### src/rtl/alu_capture_stage.sv
// -----------------------------------------------------------------------------
// alu_capture_stage
//
// Capture and sequencing stage that sits behind the 8-bit ripple-CLA adder.
// A start request enables the adder and drives its add/subtract select, then
// waits until the adder's ready has been high for SETTLE consecutive cycles.
// At that point the sum is registered into the accumulator and the Z/C/N/V
// flags are derived. If ready does not settle within TIMEOUT cycles, a sticky
// error is raised instead.
//
// Parameters:
//   SETTLE   consecutive ready-high cycles required before capture (1..7)
//   TIMEOUT  maximum cycles spent waiting before error (SETTLE..255)
//
// Ports:
//   clk, rst_n           clock, asynchronous active-low reset
//   start, sub           operation request and add(0)/subtract(1) select
//   clr                  clear of acc, flags and err (IDLE only)
//   a_msb, b_msb         operand sign bits, used for overflow detection
//   sum_in, carry_in     adder result and carry-out
//   adder_ready          adder result-valid indication
//   adder_en, adder_sub  adder enable and carry-in/subtract select
//   acc                  captured result
//   flag_z/c/n/v         result flags
//   busy, done           handshake: busy in ARM/WAIT, done one-cycle pulse
//   err                  sticky timeout error
// -----------------------------------------------------------------------------
module alu_capture_stage #(
  parameter int SETTLE  = 2,
  parameter int TIMEOUT = 15
) (
  input  logic       clk,
  input  logic       rst_n,
  input  logic       start,
  input  logic       sub,
  input  logic       clr,
  input  logic       a_msb,
  input  logic       b_msb,
  input  logic [7:0] sum_in,
  input  logic       carry_in,
  input  logic       adder_ready,
  output logic       adder_en,
  output logic       adder_sub,
  output logic [7:0] acc,
  output logic       flag_z,
  output logic       flag_c,
  output logic       flag_n,
  output logic       flag_v,
  output logic       busy,
  output logic       done,
  output logic       err
);

  localparam logic [1:0] S_IDLE = 2'd0;
  localparam logic [1:0] S_ARM  = 2'd1;
  localparam logic [1:0] S_WAIT = 2'd2;
  localparam logic [1:0] S_DONE = 2'd3;

  localparam logic [2:0] SETTLE_LAST  = 3'(SETTLE - 1);
  localparam logic [7:0] TIMEOUT_LAST = 8'(TIMEOUT - 1);

  logic [1:0] state;
  logic [2:0] rdy_cnt;
  logic [7:0] wait_cnt;

  // Capture fires on the SETTLE-th consecutive ready-high edge in WAIT; it
  // is evaluated ahead of the timeout so it wins when both land together.
  logic capture;
  logic timed_out;
  logic v_next;

  assign capture   = (state == S_WAIT) && adder_ready && (rdy_cnt == SETTLE_LAST);
  assign timed_out = (wait_cnt == TIMEOUT_LAST);

  // Signed overflow: operands (B after optional inversion) agree in sign but
  // the result's sign differs from A.
  assign v_next = (a_msb == (b_msb ^ adder_sub)) && (sum_in[7] != a_msb);

  // Handshake outputs are pure decodes of the state register.
  assign busy     = (state == S_ARM) || (state == S_WAIT);
  assign adder_en = busy;
  assign done     = (state == S_DONE);

  // NOTE: sequential state uses non-blocking assignments so every register
  // samples pre-edge values regardless of statement order.
  always_ff @(posedge clk or negedge rst_n) begin
    if (!rst_n) begin
      state     <= S_IDLE;
      rdy_cnt   <= '0;
      wait_cnt  <= '0;
      adder_sub <= 1'b0;
      acc       <= '0;
      flag_z    <= 1'b0;
      flag_c    <= 1'b0;
      flag_n    <= 1'b0;
      flag_v    <= 1'b0;
      err       <= 1'b0;
    end else begin
      case (state)
        S_IDLE: begin
          if (clr) begin
            // Clear wins over a simultaneous start; no operation is launched.
            acc    <= '0;
            flag_z <= 1'b0;
            flag_c <= 1'b0;
            flag_n <= 1'b0;
            flag_v <= 1'b0;
            err    <= 1'b0;
          end else if (start) begin
            adder_sub <= sub;
            state     <= S_ARM;
          end
        end

        S_ARM: begin
          // Ready is deliberately ignored here so a level left over from the
          // previous operation can never count toward settling.
          rdy_cnt  <= '0;
          wait_cnt <= '0;
          state    <= S_WAIT;
        end

        S_WAIT: begin
          wait_cnt <= wait_cnt + 8'd1;
          if (capture) begin
            acc    <= sum_in;
            flag_z <= (sum_in == 8'h00);
            flag_n <= sum_in[7];
            flag_c <= carry_in ^ adder_sub;
            flag_v <= v_next;
            state  <= S_DONE;
          end else begin
            if (adder_ready) begin
              rdy_cnt <= rdy_cnt + 3'd1;
            end else begin
              rdy_cnt <= '0;
            end
            if (timed_out) begin
              err   <= 1'b1;
              state <= S_DONE;
            end
          end
        end

        S_DONE: begin
          state <= S_IDLE;
        end

        default: begin
          state <= S_IDLE;
        end
      endcase
    end
  end

endmodule

### config.mk
export PLATFORM = sky130hd
export DESIGN_NAME = alu_capture_stage
export DESIGN_NICKNAME = d
export VERILOG_FILES = /design/src/rtl/alu_capture_stage.sv
export SDC_FILE = /design/constraint.sdc
export NUM_CORES = 1
export LEC_CHECK = 0
export ABC_AREA = 1
export BUFFER_PORTS_ARGS = -buffer_cell sky130_fd_sc_hd__buf_2
export CORE_ASPECT_RATIO = 0.8
export CORE_MARGIN = 1
export CORE_UTILIZATION = 52
export DETAILED_ROUTE_END_ITERATION = 12
export MAX_ROUTING_LAYER = met4
export PLACE_DENSITY = 0.78
export SLEW_MARGIN = 20
export SYNTH_ARGS = -nofsm -noshare
export SYNTH_HDL_FRONTEND = slang
export SYNTH_SLANG_ARGS = --single-unit
### constraint.sdc
create_clock -name clk -period 1.95 [get_ports clk]
set_input_delay 0.39 -clock clk [delete_from_list [all_inputs] [get_ports clk]]
set_output_delay 0.39 -clock clk [all_outputs]
set_load 0.02 [all_outputs]
; ---- Word-level counts from Yosys, hierarchy flattened
; Index checks and enable logic that the tools add are counted.
[totals]
mem_count = 0
out_inout_bits = 17
wordCells = 66
ramBits = 0
regBits = 27
rom_bits = 0
latchBits = 0
[classes]
div = 0
addsub = 2
multipliers = 0
reduce_logical = 13
magnitude_cmp = 0
n_bitwise = 3
shifts = 0
eq_ne = 14
muxes = 24
[op_table]
columns = op, n
row1 = $pmux W8 S2, 2
row2 = $mux W8, 2
row3 = $ne A2 B2 Y1 const B, 6
row4 = $pmux W1 S2, 5
row5 = $reduce_and A3 Y1, 3
row6 = $add A8 B1 Y8 const B, 1
row7 = $eq A8 B4 Y1 const B, 1
row8 = $logic_not A8 Y1, 1
row9 = $mux W2, 4
row10 = $pmux W2 S4, 1
row11 = $mux W1, 7
row12 = $mux W3, 2
row13 = $pmux W3 S2, 1
row14 = $eq A2 B2 Y1 const B, 2
row15 = $reduce_and A4 Y1, 1
row16 = $reduce_bool A2 Y1, 2
row17 = $add A3 B1 Y3 const B, 1
row18 = $eq A3 B1 Y1 const B, 1
row19 = $logic_and A1 B1 Y1, 3
row20 = $ne A3 B3 Y1 const B, 1
row21 = $eq A2 B1 Y1 const B, 1
row22 = $logic_not A2 Y1, 1
row23 = $reduce_and A2 Y1, 1
row24 = $xor A1 B1 Y1, 2
row25 = other kinds (4), 4

; ---- Longest topological paths before layout
[logic_depth]
depth_word = 5
mapped_depth = 9
ltp_nobuf = 9

; ---- Worst setup path after synthesis
; OpenSTA, ideal clock, no wires.
[synth_path]
path_type = flip-flop to flip-flop
from = reg state[0]
to = reg wait_cnt[6]
arrival_time_ns = 1.452
n_path_buf = 0
synth_period_minus_slack_ns = 1.569
setup_time_ns = 0.118
t_required_ns = 1.832
stages_incl_launch_ff = 8
path_slack_ns = 0.381
path_cell_list = dfrtp_1 -> inv_1 -> ha_1 -> nand2_1 -> nor3b_2 -> nand2_1 -> nand2_1 -> nor2_1
[synth_between]
elab_chain_len = 2
[synth_lines]
columns = item, line_no
row1 = start: declaration, 62  ; logic [1:0] state;
row2 = start signal: assignment, 88  ; state <= S_IDLE;
row3 = start signal: assignment, 111  ; state <= S_ARM;
row4 = start signal: assignment, 120  ; state <= S_WAIT;
row5 = $eq A2 B2 Y1 or $eq A2 B1 Y1 (tied branches), 99  ; case (state)
row6 = $pmux W8 S2 or $reduce_bool A2 Y1 (tied branches), -
row7 = end signal: assignment, 124  ; wait_cnt <= wait_cnt + 8'd1;
row8 = end: declaration, 64  ; logic [7:0] wait_cnt;
; Parallel ways exist; a longest one is shown, timed or not.
; A chain may end at the register's enable or synchronous reset.

; ---- Worst setup path in the final report
[layout_path]
from = reg state[1]
to = out busy
[layout_between]
elab_chain_len = 2
[layout_lines]
columns = item, line_no
row1 = $eq A2 B1 Y1 or $eq A2 B2 Y1 (tied branches), 80  ; assign busy = (state == S_ARM) || (state == S_WAIT);
row2 = $logic_or A1 B1 Y1 (*), 80
row3 = end: declaration, 49  ; output logic busy,
; Every way passes the cells marked *; elsewhere a longest branch is shown, timed or not.

==> impl_metrics.sql <==
INSERT INTO impl_metrics (metric_group, metric, value, unit) VALUES
('cells_and_area', 'fillerInstances', '246', ''),
('outcome', 'run_status', 'completed', ''),
('global_routing', 'grt_max_degree', '27', ''),
('sta', 'count_of_final_hold_check_violations', '0', ''),
('clock_network', 'clock_tree.root_cell', 'clkbuf_4', ''),
('power_and_ir_drop', 'peakVddDrop', '969', 'uV'),
('clock_network', 'post_cts_buffers', '0', ''),
('floorplan', 'io_pins', '34', ''),
('setup_path', 'crit_type', 'register to output port', ''),
('setup_path', 'crit_slowest_cell', 'dfrtp_1', ''),
('synth', 'mean_post_synth_cell_area', '8.00', 'um^2'),
('floorplan', 'die-height', '48.3', 'um'),
('synth', 'synth.net_count', '200', ''),
('placement', 'place.port_buffers', '33', ''),
('setup_path', 'r2r-end', 'acc[3]$_DFFE_PN0P_', ''),
('sta', 'timing_worst_slew_pin_value', '0.573', 'ns'),
('setup_path', 'worst-path-buf-inv', '2', ''),
('detailed_routing', 'first_pass_iters', '4', ''),
('cells_and_area', 'most_frequent_standard_cell_in_the_layout_excluding_fill_and_tap_cells', 'nand2_1', ''),
('sta', 'achievable-frequency', '0.548', 'GHz'),
('sta', 'tmin_final', '1.83', 'ns'),
('cells_and_area', 'antenna_cells', '0', ''),
('floorplan', 'floorplan.initialDensity', '56.1', '%'),
('detailed_routing', 'post-route-drc-count', '0', ''),
('cells_and_area', 'post_route_cells_drive_above_1_share', '21.3', '%'),
('sta', 'final.period_utilization', '93.6', '%'),
('placement', 'total_placed_instance_area', '1570', 'um^2'),
('power_and_ir_drop', 'power.static_leakage', '0.859', 'nW'),
('setup_path', 'rr_startpoint', 'state[0]$_DFFE_PN0P_', ''),
('cells_and_area', 'final_core_util', '65.4', '%'),
('global_routing', 'grt_remaining_overflow', '0', ''),
('cells_and_area', 'layout_common_cells', 'nand2_1, buf_2, dfrtp_1', ''),
('global_routing', 'initial_antenna_violation_count', '0', ''),
('floorplan', 'placementRows', '16', ''),
('floorplan', 'die_width', '59.9', 'um'),
('placement', 'place.gp.congestion', '0.865', ''),
('sta', 'setup_viol', '0', ''),
('sta', 'fin_worst_skew', '0.0185', 'ns'),
('placement', 'dpl_worst_slack', '0.238', 'ns'),
('setup_path', 'worstPathCellList', 'inv_1 -> ha_2 -> buf_2', ''),
('worst_hold_path', 'min-delay-path-class', 'input port to asynchronous set/reset pin', ''),
('clock_network', 'cts.htree.levels', '1', ''),
('clock_network', 'cts.path.max_buffers', '2', ''),
('global_routing', 'grt_pass1_vias', '1153', ''),
('sta', 'fin_setup_tns', '0', 'ns'),
('sta', 'slew_headroom', '61.8', '%'),
('power_and_ir_drop', 'post-layout-total-power', '2.36', 'mW'),
('clock_network', 'clkSinkCount', '26', ''),
('detailed_routing', 'routed_wl', '2.91', 'mm'),
('cells_and_area', 'synthToLayoutAreaGrowth', '16.5', '%'),
('power_and_ir_drop', 'pwr_density_cell', '1450', 'nW/um^2'),
('setup_path', 'critical_path_depth', '3', ''),
('synth', 'syn-instance-count', '174', ''),
('setup_path', 'worst-r2r-cell-count', '8', ''),
('detailed_routing', 'routed_wire_length_per_instance', '12.0', 'um'),
('synth', 'synth_seq_area_share', '46.7', '%'),
('clock_network', 'insertion_delay', '0.33', 'ns'),
('cells_and_area', 'finalNonFillerCells', '243', ''),
('setup_path', 'setup.reg_to_reg.worst_slack', '0.23', 'ns'),
('setup_path', 'setup.worst_path.end_class', 'output port', ''),
('cells_and_area', 'nets', '234', ''),
('setup_path', 'arrival', '1.44', 'ns'),
('clock_network', 'ctsHoldBuffers', '0', ''),
('sta', 'max_slew_violation_total_from_the_final_report', '0', ''),
('synth', 'proportion_of_register_bits_with_asynchronous_set_or_reset_after_synthesis', '100', '%'),
('placement', 'dp_cells', '239', ''),
('setup_path', 'crit_fanout', '8', ''),
('clock_network', 'clock_tree_from_tritoncts', 'done', ''),
('detailed_routing', 'post_drt_via_cell_ratio', '5.16', ''),
('setup_path', 'critical_path_origin', 'state[1]$_DFFE_PN0P_', ''),
('cells_and_area', 'postLayoutCellArea', '1620', 'um^2');
==> registers in the layout, indices dropped and copies added, names as in the netlist <==
register / flops
acc: 7
adder_sub: 1
err: 1
flag_c: 1
flag_n: 1
flag_v: 1
flag_z: 1
rdy_cnt: 3
state: 2
wait_cnt: 8
==> kinds of logic (layout without fill, tap and decap cells) <==
| kind of cell | after synthesis | count (layout) | synth area share (%) |
|---|---|---|---|
| buffers and inverters | 23 | 56 | 7.91 |
| AOI/OAI and AO/OA | 31 | 31 | 11.7 |
| xor gates and xnor gates | 1 | 1 | 0.629 |
| DFF | 26 | 26 | 46.7 |
| and+or+nand+nor | 84 | 84 | 25.0 |
| adders and majority gates | 9 | 9 | 8.09 |
==> cell type report <==
cell class	instances	area (um^2)	share of cell area, %
multi-input cells	125	634	39.1
clock inverters	1	30.0	1.85
inverters	18	67.6	4.16
flip-flops and latches	26	651	40.1
repair buffers	34	173	10.6
well taps	36	45.0	2.78
clock buffers	3	22.5	1.39
==> repair_timing <==
action,in CTS,in global routing
resized for setup,0,1
endpoints found under the hold margin,0,0
endpoints found under the setup margin,0,2
==> cells in the mapped netlist, types with 2 or more instances <==
cell type	instances	area, um^2
nand2_2	2	12.5
o21ai_0	9	45.0
o22ai_1	2	12.5
nand3_1	5	25.0
buf_4	2	15.0
buf_6	2	22.5
ha_1	9	113
nand2_1	52	195
o21ai_1	11	55.1
a21oi_1	7	35.0
inv_1	18	67.6
dfrtp_1	26	651
nor2_1	19	71.3
==> layer usage <==
layer,GRT usage (%),share of wire (%),up-vias
met5,-,0,-
met2,42.7,53,42
met1,25.3,41,591
met3,5.84,5.3,2
li1,-,-,620
met4,5.58,0.48,0
==> power by group <==
part	internal (mW)	total, mW	switching, mW
registers	0.692	0.800	0.109
clock network	0.208	0.370	0.162
logic	0.388	1.19	0.800
total	1.29	2.36	1.07
==> worst min path at each step <==
stage,end,from,cells after the start
floorplan,acc[0]$_DFFE_PN0P_,rst_n,0
global placement,rdy_cnt[2]$_DFFE_PN0P_,rst_n,1
detailed placement,rdy_cnt[2]$_DFFE_PN0P_,rst_n,1
CTS,rdy_cnt[2]$_DFFE_PN0P_,rst_n,1
global route,rdy_cnt[2]$_DFFE_PN0P_,rst_n,1
finish,flag_v$_DFFE_PN0P_,rst_n,1
Note: power is estimated with default switching activity, not from simulation.
